<file path="config.mk">
export PLATFORM = sky130hd
export DESIGN_NAME = cursor_controller
export DESIGN_NICKNAME = d
export VERILOG_FILES = /design/src/rtl/cursor_controller.sv
export SDC_FILE = /design/constraint.sdc
export NUM_CORES = 1
export LEC_CHECK = 0
export BUFFER_PORTS_ARGS = -buffer_cell sky130_fd_sc_hd__clkbuf_2
export CAP_MARGIN = 20
export CORE_ASPECT_RATIO = 0.5
export CORE_MARGIN = 2
export CORE_UTILIZATION = 30
export DETAILED_ROUTE_END_ITERATION = 7
export PLACE_DENSITY = 0.47
export SYNTH_ARGS = -nofsm -noshare
export SYNTH_HDL_FRONTEND = slang
export SYNTH_SLANG_ARGS = --single-unit
export TNS_END_PERCENT = 1
</file>
<file path="constraint.sdc">
create_clock -name clk -period 4.96 [get_ports clk]
set_clock_uncertainty 0.05 [all_clocks]
set_input_delay 0.992 -clock clk [delete_from_list [all_inputs] [get_ports clk]]
set_output_delay 0.992 -clock clk [all_outputs]
set_load 0.01 [all_outputs]
</file>
<file path="src/rtl/cursor_controller.sv">
// Cursor position and drawing-colour controller: five debounced button levels in,
// registered cursor_x/cursor_y/current_color/moved out. Optional macro CURSOR_WRAP_EN wraps instead of clamping.
module cursor_controller #(
  parameter int WIDTH         = 640,
  parameter int HEIGHT        = 480,
  parameter int INIT_X        = 0,
  parameter int INIT_Y        = 0,
  parameter int NUM_COLORS    = 4,
  parameter int REPEAT_DELAY  = 25000000,
  parameter int REPEAT_PERIOD = 5000000,
  localparam int XW           = $clog2(WIDTH),
  localparam int YW           = $clog2(HEIGHT),
  localparam int COLOR_WIDTH  = $clog2(NUM_COLORS)
) (
  input  logic                   clk,
  input  logic                   reset,
  input  logic                   btn_up,
  input  logic                   btn_down,
  input  logic                   btn_left,
  input  logic                   btn_right,
  input  logic                   btn_color,
  output logic [XW-1:0]          cursor_x,
  output logic [YW-1:0]          cursor_y,
  output logic [COLOR_WIDTH-1:0] current_color,
  output logic                   moved
);

  localparam int MAX_REP = (REPEAT_DELAY > REPEAT_PERIOD) ? REPEAT_DELAY : REPEAT_PERIOD;
  localparam int CNTW    = $clog2(MAX_REP + 1);
  localparam int XS      = XW + 1;
  localparam int YS      = YW + 1;

  localparam logic [CNTW-1:0]        DELAY_LAST  = CNTW'(REPEAT_DELAY - 1);
  localparam logic [CNTW-1:0]        PERIOD_LAST = CNTW'(REPEAT_PERIOD - 1);
  localparam logic [CNTW-1:0]        CNT_ONE     = CNTW'(1);
  localparam logic signed [XS-1:0]   X_MAX       = XS'(WIDTH - 2);
  localparam logic signed [YS-1:0]   Y_MAX       = YS'(HEIGHT - 2);
  localparam logic signed [XS-1:0]   X_STEP_POS  = XS'(1);
  localparam logic signed [XS-1:0]   X_STEP_NEG  = XS'(-1);
  localparam logic signed [YS-1:0]   Y_STEP_POS  = YS'(1);
  localparam logic signed [YS-1:0]   Y_STEP_NEG  = YS'(-1);
  localparam logic [XW-1:0]          X_INIT      = XW'(INIT_X);
  localparam logic [YW-1:0]          Y_INIT      = YW'(INIT_Y);
  localparam logic [XW-1:0]          X_TOP       = XW'(WIDTH - 2);
  localparam logic [YW-1:0]          Y_TOP       = YW'(HEIGHT - 2);
  localparam logic [COLOR_WIDTH-1:0] COLOR_FIRST = COLOR_WIDTH'(1);
  localparam logic [COLOR_WIDTH-1:0] COLOR_LAST  = COLOR_WIDTH'(NUM_COLORS - 1);
  localparam logic [COLOR_WIDTH-1:0] COLOR_ONE   = COLOR_WIDTH'(1);

  typedef enum logic [1:0] {
    ST_IDLE   = 2'd0,
    ST_DELAY  = 2'd1,
    ST_REPEAT = 2'd2
  } state_t;

  state_t                   state_r, state_nxt_s;
  logic [CNTW-1:0]          cnt_r, cnt_nxt_s;
  logic [3:0]               dir_s, dprev_r;
  logic                     step_s;
  logic signed [XS-1:0]     dx_s, x_sum_s;
  logic signed [YS-1:0]     dy_s, y_sum_s;
  logic [XW-1:0]            x_lim_s, x_nxt_s;
  logic [YW-1:0]            y_lim_s, y_nxt_s;
  logic                     chg_s, chg_r;
  logic                     color_prev_r, color_rise_s;
  logic [COLOR_WIDTH-1:0]   color_nxt_s;

  assign dir_s        = {btn_up, btn_down, btn_left, btn_right};
  assign color_rise_s = btn_color & ~color_prev_r;

  // Auto-repeat FSM: a new or changed combination steps at once, holding steps on the delay/period schedule.
  always_comb begin
    state_nxt_s = state_r;
    cnt_nxt_s   = cnt_r;
    step_s      = 1'b0;
    if (dir_s == 4'b0000) begin
      state_nxt_s = ST_IDLE;
      cnt_nxt_s   = '0;
    end else if (dir_s != dprev_r) begin
      step_s      = 1'b1;
      state_nxt_s = ST_DELAY;
      cnt_nxt_s   = '0;
    end else begin
      case (state_r)
        ST_DELAY: begin
          if (cnt_r == DELAY_LAST) begin
            step_s      = 1'b1;
            state_nxt_s = ST_REPEAT;
            cnt_nxt_s   = '0;
          end else begin
            cnt_nxt_s = cnt_r + CNT_ONE;
          end
        end
        ST_REPEAT: begin
          if (cnt_r == PERIOD_LAST) begin
            step_s    = 1'b1;
            cnt_nxt_s = '0;
          end else begin
            cnt_nxt_s = cnt_r + CNT_ONE;
          end
        end
        default: begin
          // held combination with no timing context: restart the delay without stepping
          state_nxt_s = ST_DELAY;
          cnt_nxt_s   = '0;
        end
      endcase
    end
  end

  // Step direction and bounded next position, computed one bit wider and signed so it cannot wrap silently.
  always_comb begin
    case ({btn_left, btn_right})
      2'b10:   dx_s = X_STEP_NEG;
      2'b01:   dx_s = X_STEP_POS;
      default: dx_s = '0;
    endcase
    case ({btn_up, btn_down})
      2'b10:   dy_s = Y_STEP_NEG;
      2'b01:   dy_s = Y_STEP_POS;
      default: dy_s = '0;
    endcase
    x_sum_s = $signed({1'b0, cursor_x}) + dx_s;
    y_sum_s = $signed({1'b0, cursor_y}) + dy_s;
`ifdef CURSOR_WRAP_EN
    if (x_sum_s[XS-1]) begin
      x_lim_s = X_TOP;
    end else if (x_sum_s > X_MAX) begin
      x_lim_s = '0;
    end else begin
      x_lim_s = x_sum_s[XW-1:0];
    end
    if (y_sum_s[YS-1]) begin
      y_lim_s = Y_TOP;
    end else if (y_sum_s > Y_MAX) begin
      y_lim_s = '0;
    end else begin
      y_lim_s = y_sum_s[YW-1:0];
    end
`else
    if (x_sum_s[XS-1]) begin
      x_lim_s = '0;
    end else if (x_sum_s > X_MAX) begin
      x_lim_s = X_TOP;
    end else begin
      x_lim_s = x_sum_s[XW-1:0];
    end
    if (y_sum_s[YS-1]) begin
      y_lim_s = '0;
    end else if (y_sum_s > Y_MAX) begin
      y_lim_s = Y_TOP;
    end else begin
      y_lim_s = y_sum_s[YW-1:0];
    end
`endif
    if (step_s) begin
      x_nxt_s = x_lim_s;
      y_nxt_s = y_lim_s;
    end else begin
      x_nxt_s = cursor_x;
      y_nxt_s = cursor_y;
    end
`ifdef CURSOR_WRAP_EN
    chg_s = step_s;
`else
    chg_s = (x_nxt_s != cursor_x) || (y_nxt_s != cursor_y);
`endif
  end

  // Colour advance on btn_color rising edge; any illegal code recovers to the first drawable colour.
  always_comb begin
    if ((current_color == '0) || (current_color > COLOR_LAST)) begin
      color_nxt_s = COLOR_FIRST;
    end else if (color_rise_s) begin
      if (current_color == COLOR_LAST) begin
        color_nxt_s = COLOR_FIRST;
      end else begin
        color_nxt_s = current_color + COLOR_ONE;
      end
    end else begin
      color_nxt_s = current_color;
    end
  end

  // State, position, colour and moved registers.
  always_ff @(posedge clk or posedge reset) begin
    if (reset) begin
      state_r       <= ST_IDLE;
      cnt_r         <= '0;
      dprev_r       <= 4'b0000;
      cursor_x      <= X_INIT;
      cursor_y      <= Y_INIT;
      chg_r         <= 1'b0;
      moved         <= 1'b0;
      color_prev_r  <= 1'b0;
      current_color <= COLOR_FIRST;
    end else begin
      state_r       <= state_nxt_s;
      cnt_r         <= cnt_nxt_s;
      dprev_r       <= dir_s;
      cursor_x      <= x_nxt_s;
      cursor_y      <= y_nxt_s;
      chg_r         <= chg_s;
      moved         <= chg_r;
      color_prev_r  <= btn_color;
      current_color <= color_nxt_s;
    end
  end

endmodule

</file>
# --- After elaboration in Yosys (flattened, before gate mapping) ---
# Index checks and enable logic that the tools add are counted.
totals:
  in_bits: 7
  reg_bits: 55
classes:
  bitwise: 2
  n_reduce_logical: 6
  magnitude_cmp: 3
  mux: 25
  addsub: 4
  n_eq_ne: 14
op_table:
  columns: ["operator", "n"]
  rows:
  - ["$mux 25", 4]
  - ["$pmux 25 s2", 1]
  - ["$mux 10", 3]
  - ["$mux 9", 3]
  - ["$add 25x1->25 const B", 1]
  - ["$eq 25x23->1 const B", 1]
  - ["$eq 25x25->1 const B", 1]
  - ["$pmux 11 s2", 1]
  - ["$pmux 10 s2", 1]
  - ["$mux 2", 6]
  - ["$add 11x11->11", 1]
  - ["$gt 11x11->1 const B", 1]
  - ["$add 10x10->10", 1]
  - ["$gt 10x10->1 const B", 1]
  - ["$ne 10x10->1", 1]
  - ["$ne 9x9->1", 1]
  - ["$eq 2x2->1 const B", 4]
  - ["$eq 2x1->1 const B", 3]
  - ["$logic_not 4->1", 1]
  - ["$mux 1", 4]
  - ["$ne 4x4->1", 1]
  - ["$ne 4x4->1 const B", 1]
  - ["$pmux 2 s2", 1]
  - ["$ne 3x3->1 const B", 1]
  - ["other kinds (9)", 10]

# --- Longest topological paths before layout ---
# Gate-level depths: netlist (run 1).
logic_depth:
  ltp_word: 9
  depth_mapped: 19
  ltp_nobuf: 14

# --- Least setup slack after synthesis (run 1) ---
# No wires, ideal clock.
synth_timing:
  kind: "input -> register"
  start: "input btn_right"
  end: "register chg_r"
  cell_stages: 18
  path_buffers: 4
  setup_slack_ns: -0.282
  required_ns: 4.781
  setup_ns: 0.129
  arrival_ns: 5.063
  cell_sequence: "inv_1 ha_1 buf_6 buf_8 buf_2 buf_2 xor2_1 ha_1 nand4bb_1 and4_4 a311oi_4 xnor2_1 a2111o_1 o311ai_4 nand2_4 a221o_1 or4_1 a2111o_1"
synth_via:
  elab_chain_len: 9
  elab_cells_between_ends: 16
synth_rtl:
  columns: ["element", "line", "source"]
  rows:
  - ["start: declaration", "20", "input logic btn_right,"]
  - ["$eq 2x1->1 / $eq 2x2->1 (equally long branches)", "113", "case ({btn_left, btn_right})"]
  - ["$pmux 11 s2", "113", null]
  - ["$add 11x11->11", "123", "x_sum_s = $signed({1'b0, cursor_x}) + dx_s;"]
  - ["$gt 11x11->1", "143", "end else if (x_sum_s > X_MAX) begin"]
  - ["$mux 10", "143", null]
  - ["$mux 10", "141", "if (x_sum_s[XS-1]) begin"]
  - ["$mux 10", "156", "if (step_s) begin"]
  - ["$ne 10x10->1", "166", "chg_s = (x_nxt_s != cursor_x) || (y_nxt_s != cursor_y);"]
  - ["$logic_or 1x1->1 (*)", "166", null]
  - ["named net chg_s", "64", "logic chg_s, chg_r;"]
  - ["end signal: assignment", "203", "chg_r <= chg_s;"]
  - ["end: declaration", "64", null]
# Mark *: on every way through the listed nets, which the timed path passes. The rest lies on a longest branch.
# A chain may end at the register's enable or synchronous reset.

# --- Final worst setup path (run 1) ---
layout_timing:
  start: "input btn_up"
  end: "register chg_r"
layout_via:
  elab_chain_len: 9
  elab_cells_between_ends: 16
layout_rtl:
  columns: ["element", "line", "source"]
  rows:
  - ["start: declaration", "17", "input logic btn_up,"]
  - ["$eq 2x1->1 / $eq 2x2->1 (equally long branches)", "118", "case ({btn_up, btn_down})"]
  - ["$pmux 10 s2", "118", null]
  - ["$add 10x10->10", "124", "y_sum_s = $signed({1'b0, cursor_y}) + dy_s;"]
  - ["$gt 10x10->1", "150", "end else if (y_sum_s > Y_MAX) begin"]
  - ["$mux 9", "150", null]
  - ["$mux 9", "148", "if (y_sum_s[YS-1]) begin"]
  - ["$mux 9", "156", null]
  - ["$ne 9x9->1", "166", null]
  - ["$logic_or 1x1->1 (*)", "166", null]
  - ["named net chg_s", "64", null]
# Marked as above.

==> results of run 1 <==
[critical path: cells and delay by family]
| family | cells | cell delay [ns] |
|---|---|---|
| compound gates | 5 | 1.41 |
| simple gates | 4 | 0.97 |
| fa+ha+maj | 3 | 0.78 |
| buf+inv | 3 | 0.37 |
| xor+xnor | 1 | 0.18 |
[through the flow]
step           total power (uW)  setup slack (ns)  instance area [um^2]  util, %
4_1_cts                    2640             0.376                  5250     34.0
2_1_floorplan              1860            0.0165                  4770        -
6_report                   2630             0.374                  5250     34.0
3_5_place_dp               2260            0.0735                  5100     33.0
3_3_place_gp               2260             0.139                  5100     33.0
5_1_grt                    2850             0.111                  5250     34.0
[final cells by class]
| class | instances | share of cell area [%] |
|---|---|---|
| multi-input combinational | 438 | 58.0 |
| clock buffer | 6 | 2.64 |
| tap | 204 | 4.86 |
| clock inverter | 2 | 0.262 |
| inverter | 25 | 1.79 |
| timing repair buffer | 53 | 6.24 |
| sequential | 55 | 26.2 |
[path summary, 6_finish.rpt]
kind | endpoint | cells past startpoint | from | slack (ns)
min in group asynchronous | cnt_r[7]$_DFF_PP0_ | 2 | reset | 0.70
max in group asynchronous | current_color[0]$_DFFE_PP1P_ | 3 | reset | 3.33
setup reg to reg | chg_r$_DFF_PP0_ | 13 | cursor_y[1]$_DFF_PP0_ | 0.99
hold reg to reg | moved$_DFF_PP0_ | 0 | chg_r$_DFF_PP0_ | 0.33
setup / recovery | chg_r$_DFF_PP0_ | 16 | btn_up | 0.37
hold / removal | moved$_DFF_PP0_ | 0 | chg_r$_DFF_PP0_ | 0.33
[registers in the layout, indices dropped and copies added, names as in the netlist]
name / flops
chg_r: 1
color_prev_r: 1
dprev_r: 4
cursor_y: 9
moved: 1
state_r: 2
cnt_r: 25
current_color: 2
cursor_x: 10
[cells in the mapped netlist, types with 5 or more instances]
library cell | count | area, um^2
a21o_1 | 6 | 45.0
a21oi_1 | 29 | 145
a31oi_1 | 6 | 37.5
a32o_1 | 6 | 60.1
and2_1 | 5 | 31.3
and3_1 | 8 | 50.1
buf_2 | 8 | 40.0
clkbuf_1 | 13 | 48.8
clkbuf_8 | 6 | 82.6
dfrtp_1 | 54 | 1350
ha_1 | 15 | 188
inv_1 | 24 | 90.1
mux2i_1 | 5 | 50.1
nand2_1 | 40 | 150
nand3_1 | 17 | 85.1
nand4b_1 | 5 | 43.8
nor2_1 | 60 | 225
nor2b_1 | 8 | 50.1
nor3_1 | 7 | 35.0
o211ai_1 | 5 | 37.5
o21ai_0 | 33 | 165
o22ai_1 | 9 | 56.3
or3_1 | 5 | 31.3
xnor2_1 | 24 | 210
xor2_1 | 24 | 210
[report_power, final]
group	internal [uW]	leakage [uW]	switching, uW
logic	664	0.00138	795
clock network	203	0.0000772	171
registers	536	0.000707	265
total	1400	0.00216	1230
[cells by family after synthesis]
| kind of cell | after synthesis | synth area share [%] |
|---|---|---|
| AO/OA/AOI/OAI | 158 | 24.0 |
| XOR/XNOR | 50 | 9.68 |
| adder cells (fa/ha/maj) | 15 | 3.95 |
| AND/OR/NAND/NOR | 206 | 24.1 |
| flip-flops | 55 | 29.0 |
| buffers and inverters | 61 | 7.28 |
| multiplexers | 9 | 2.00 |
[metal layers]
metal,vias up,share of wire (%)
met1,2043,51
li1,2071,-
met2,52,46
met5,-,0
met4,0,0.91
met3,13,1.7
==> results.sh, run 1 <==
export IMPL_run_status="complete, no violations"
export IMPL_hold_class="register to register"
export IMPL_n_fill_cell=1655
export IMPL_grt_busiest_layer="met2"
export IMPL_antenna_cells=0
export IMPL_syn_to_final_growth_pct=10.7
export IMPL_path_common_cell="ha_1"
export IMPL_fin_crit_sh_pct=92.5
export IMPL_pin_count=29
export IMPL_finalCriticalPeriod_ns=4.59
export IMPL_rsz0062_at_grt="no"
export IMPL_syn_num_nets=576
export IMPL_start_kind="primary input"
export IMPL_h_tree_depth=2
export IMPL_worstSetupPathType="primary input to register"
export IMPL_syn_inst=554
export IMPL_setup_violations=0
export IMPL_ys_flop_type="dfrtp_1"
export IMPL_leakage_uw=0.00216
export IMPL_fmax_ghz=0.218
export IMPL_synth_edf_count=0
export IMPL_synth_cell_types=92
export IMPL_powerDensity_nw_per_um2=501
export IMPL_synthArstFlopShare_pct=100
export IMPL_grt_met3_usage_pct=2.04
export IMPL_multi_input_area_um2=3050
export IMPL_hold_viol=0
export IMPL_rows=32
export IMPL_start_util_pct=30.7
export IMPL_clkTransAtPathRegs_ns=0.07
export IMPL_die_area_um2=16900
export IMPL_detail_route_antenna_nets=0
export IMPL_grt_pass1_vias=4136
export IMPL_hpwl_um=8960
export IMPL_grt_pass1_wl_um=21000
export IMPL_cts_sinks=55
export IMPL_drive_gt1_share_pct=15.9
export IMPL_final_common_cell="nor2_1"
export IMPL_wire_per_inst_um=15.8
export IMPL_critical_path_required_ns=5.09
export IMPL_io_buffers=28
export IMPL_use_met2_pct=26.1
export IMPL_postCtsHoldBufs=0
export IMPL_route_detailed_drc=0
export IMPL_viasPerCell=5.34
export IMPL_grt_overflow=0
export IMPL_ys_seq_elements=55
export IMPL_postCtsSetupRepairBufs=0
export IMPL_grt_use_met1_pct=20.6
export IMPL_clk_latency_ns=0.30
export IMPL_coreArea_um2=15500
export IMPL_die_width_um=182
export IMPL_drv_cap=0
export IMPL_arrival_ns=4.71
export IMPL_grt_usage_pct=15.2
export IMPL_crit_fanout=6
export IMPL_syn_area_per_cell_um2=8.57
export IMPL_synthesis_area_um2=4750
export IMPL_worst_pin_slew_ns=0.836
export IMPL_grt_max_degree=30
export IMPL_end_kind="register"
export IMPL_regArea_um2=1380
export IMPL_via_count=4179
export IMPL_post_cts_resized=0
export IMPL_slew_violations=0
export IMPL_place_inst=775
export IMPL_die_h_um=92.9
export IMPL_cts_tree="done"
export IMPL_peakVddDrop_uv=184
export IMPL_final_cells=783
export IMPL_slowest_delay_ns=0.52
export IMPL_routed_wl_um=12400
export IMPL_crit_slowest_cell="or4_1"
export IMPL_cts_made_buffers=5
export IMPL_crit_path_cell_trace="clkbuf_2 > inv_1 > ha_1 > ha_1 > ha_1 > and4b_1 > a2111oi_1 > buf_4 > o22ai_1 > xnor2_1 > o21ai_0 > nand3_1 > a211oi_1 > nand4_4 > or4_1 > a2111o_1"
export IMPL_drtIter0Drc=261
export IMPL_grt_antenna_before_repair=0
export IMPL_nets=600
export IMPL_max_clock_path_buffers=2
export IMPL_whs_ns=0.327
export IMPL_layout_common_cells="nor2_1 (60), dfrtp_1 (54), nand2_1 (40)"
export IMPL_place_gp_congestion=0.833
export IMPL_ys_warn_count=0
export IMPL_setup_tns_ns=0
export IMPL_drtPass1Iterations=4
export IMPL_cts_root_buf="clkbuf_16"
export IMPL_seq_area_frac_synth_pct=29.0
export IMPL_max_slew_margin_pct=44.3
(Power assumes the default switching activity.)
==> inputs of run 2 (changes only) <==
--- a/config.mk
+++ b/config.mk
@@ -9,9 +9,10 @@
 export CAP_MARGIN = 20
 export CORE_ASPECT_RATIO = 0.5
 export CORE_MARGIN = 2
-export CORE_UTILIZATION = 30
+export CORE_UTILIZATION = 60
 export DETAILED_ROUTE_END_ITERATION = 7
-export PLACE_DENSITY = 0.47
+export HOLD_SLACK_MARGIN = 0.05
+export PLACE_DENSITY = 0.81
 export SYNTH_ARGS = -nofsm -noshare
 export SYNTH_HDL_FRONTEND = slang
 export SYNTH_SLANG_ARGS = --single-unit
==> run 2 against run 1 <==
  * Worst setup slack worse by 0.097 ns
  * Utilization is 33 points higher
  * Largest power group unchanged
  * Non-clock buffer count decreased by 11
  * Total power shrank 2.8%
  * Routed wire length fell by 11%
  * Largest cell class unchanged
  * Critical path type unchanged
  * Critical endpoint unchanged
==> results.sh, run 2 (synthesized netlist as in run 1, its figures left out) <==
export IMPL_routed_wl_um=11000
export IMPL_die_area_um2=8680
export IMPL_hold_class="register to register"
export IMPL_nets=589
export IMPL_grt_max_degree=56
export IMPL_end_kind="register"
export IMPL_rows=22
export IMPL_via_count=4249
export IMPL_largest_reg_flops=25
export IMPL_postCtsSetupRepairBufs=0
export IMPL_crit_end="chg_r$_DFF_PP0_"
export IMPL_critical_path_startpoint="btn_left"
export IMPL_power_frac_comb_pct=53.9
export IMPL_drtIter0Drc=318
export IMPL_leakage_uw=0.00211
export IMPL_layout_common_cells="nor2_1 (60), dfrtp_1 (54), nand2_1 (40)"
export IMPL_reg2reg_from="cursor_x[1]$_DFF_PP0_"
export IMPL_detail_route_antenna_nets=0
export IMPL_die_h_um=66.9
export IMPL_drtPass1Iterations=5
export IMPL_arrival_ns=4.82
export IMPL_finalCriticalPeriod_ns=4.68
export IMPL_grt_usage_pct=26.8
export IMPL_p_int_uw=1360
export IMPL_peakVddDrop_uv=344
export IMPL_switchingPower_uw=1200
export IMPL_clock_power_share_pct=14.3
export IMPL_grt_pass1_vias=3937
export IMPL_setup_violations=0
export IMPL_final_common_cell="nor2_1"
export IMPL_fmax_ghz=0.214
export IMPL_rsz0062_at_grt="no"
export IMPL_reg2regPathDepth=12
export IMPL_grt_pass1_wl_um=18600
export IMPL_worstSetupPathType="primary input to register"
export IMPL_syn_to_final_growth_pct=6.41
export IMPL_start_util_pct=63.4
export IMPL_grt_overflow=0
export IMPL_grt_antenna_before_repair=0
export IMPL_clk_latency_ns=0.30
export IMPL_hold_viol=0
export IMPL_place_gp_congestion=0.963
export IMPL_powerDensity_nw_per_um2=507
export IMPL_viasPerCell=6.29
export IMPL_seq_power_share_pct=31.9
export IMPL_antenna_cells=0
export IMPL_crit_fanout=6
export IMPL_slew_violations=0
export IMPL_die_width_um=130
export IMPL_critical_path_required_ns=5.09
export IMPL_sw_frac_of_total_pct=46.7
export IMPL_r2r_setup_slack_ns=0.87
export IMPL_drv_cap=0
export IMPL_place_inst=668
export IMPL_fin_crit_sh_pct=94.4
export IMPL_pin_count=29
export IMPL_cts_made_buffers=5
export IMPL_clkTransAtPathRegs_ns=0.07
export IMPL_hpwl_um=7790
export IMPL_worst_pin_slew_ns=0.742
export IMPL_cts_root_buf="clkbuf_16"
export IMPL_wire_per_inst_um=16.3
export IMPL_h_tree_depth=2
export IMPL_top_regs="cnt_r x25, cursor_x x10, cursor_y x9"
export IMPL_max_slew_margin_pct=50.3
export IMPL_final_cells=676
export IMPL_io_buffers=28
export IMPL_route_detailed_drc=0
export IMPL_coreArea_um2=7490
export IMPL_run_status="complete, no violations"
export IMPL_cts_sinks=55
export IMPL_cts_tree="done"
export IMPL_drive_gt1_share_pct=14.3
export IMPL_r2r_end="chg_r$_DFF_PP0_"
export IMPL_start_kind="primary input"
export IMPL_finalPower_uw=2560
export IMPL_max_clock_path_buffers=2
export IMPL_top_register="cnt_r"
==> run 2: worst max-delay path: stages <==
cell and delay (ns):
clkbuf_2 0.15, inv_1 0.06, ha_1 0.27, ha_1 0.24, ha_2 0.27, nand4bb_1 0.15
and4_4 0.24, a311oi_4 0.31, xnor2_1 0.13, a2111o_1 0.34, o311ai_4 0.35, nand2_4 0.07
a221o_1 0.32, or4_1 0.52, a2111o_1 0.41
==> run 2: how the worst min path moves through the flow <==
stage | from | to | cells past startpoint
detailed placement | chg_r$_DFF_PP0_ | moved$_DFF_PP0_ | 0
CTS | chg_r$_DFF_PP0_ | moved$_DFF_PP0_ | 0
global placement | chg_r$_DFF_PP0_ | moved$_DFF_PP0_ | 0
finish | chg_r$_DFF_PP0_ | moved$_DFF_PP0_ | 0
floorplan | chg_r$_DFF_PP0_ | moved$_DFF_PP0_ | 0
global route | chg_r$_DFF_PP0_ | moved$_DFF_PP0_ | 0
==> run 2: layout make-up <==
cell class / count / area (um^2)
multi-input cells: 438 / 3040
fillers: 637 / 2440
flip-flops and latches: 55 / 1380
repair buffers: 42 / 245
clock buffers: 6 / 139
well taps: 108 / 135
inverters: 25 / 93.8
clock inverters: 2 / 16.3
==> run 2: through the flow <==
step	setup TNS, ns	utilization [%]	setup WS [ns]	hold slack (ns)	cell area [um^2]
after floorplan	0	-	0.0165	0.281	4770
after global placement	-0.0313	65.3	-0.0313	0.318	4890
after detailed placement	-0.109	65.3	-0.109	0.312	4890
after CTS	0	67.4	0.199	0.327	5040
after global routing	0	67.4	0.0983	0.333	5050
final	0	67.4	0.278	0.322	5050
==> run 2: power by group through the flow <==
stage	sequential [uW]	combinational [uW]	clock [uW]
after floorplan	666	1200	0
after global placement	810	1320	0
after detailed placement	816	1340	0
after CTS	807	1360	373
after global routing	838	1510	390
final	816	1380	365
==> run 2: what timing repair did <==
| action | CTS | global route |
|---|---|---|
| resized for setup | 0 | 1 |
| endpoints found under the setup margin | 0 | 1 |
| endpoints found under the hold margin | 0 | 0 |
| hold buffers | 0 | 0 |
==> run 2: per-layer routing <==
| metal | part of all wire (%) | vias up | track usage (%) |
|---|---|---|---|
| li1 | - | 2045 | - |
| met1 | 46 | 2059 | 34.9 |
| met2 | 47 | 128 | 46.5 |
| met3 | 5.4 | 17 | 4.66 |
| met4 | 1.1 | 0 | 7.12 |
| met5 | 0 | - | 0 |
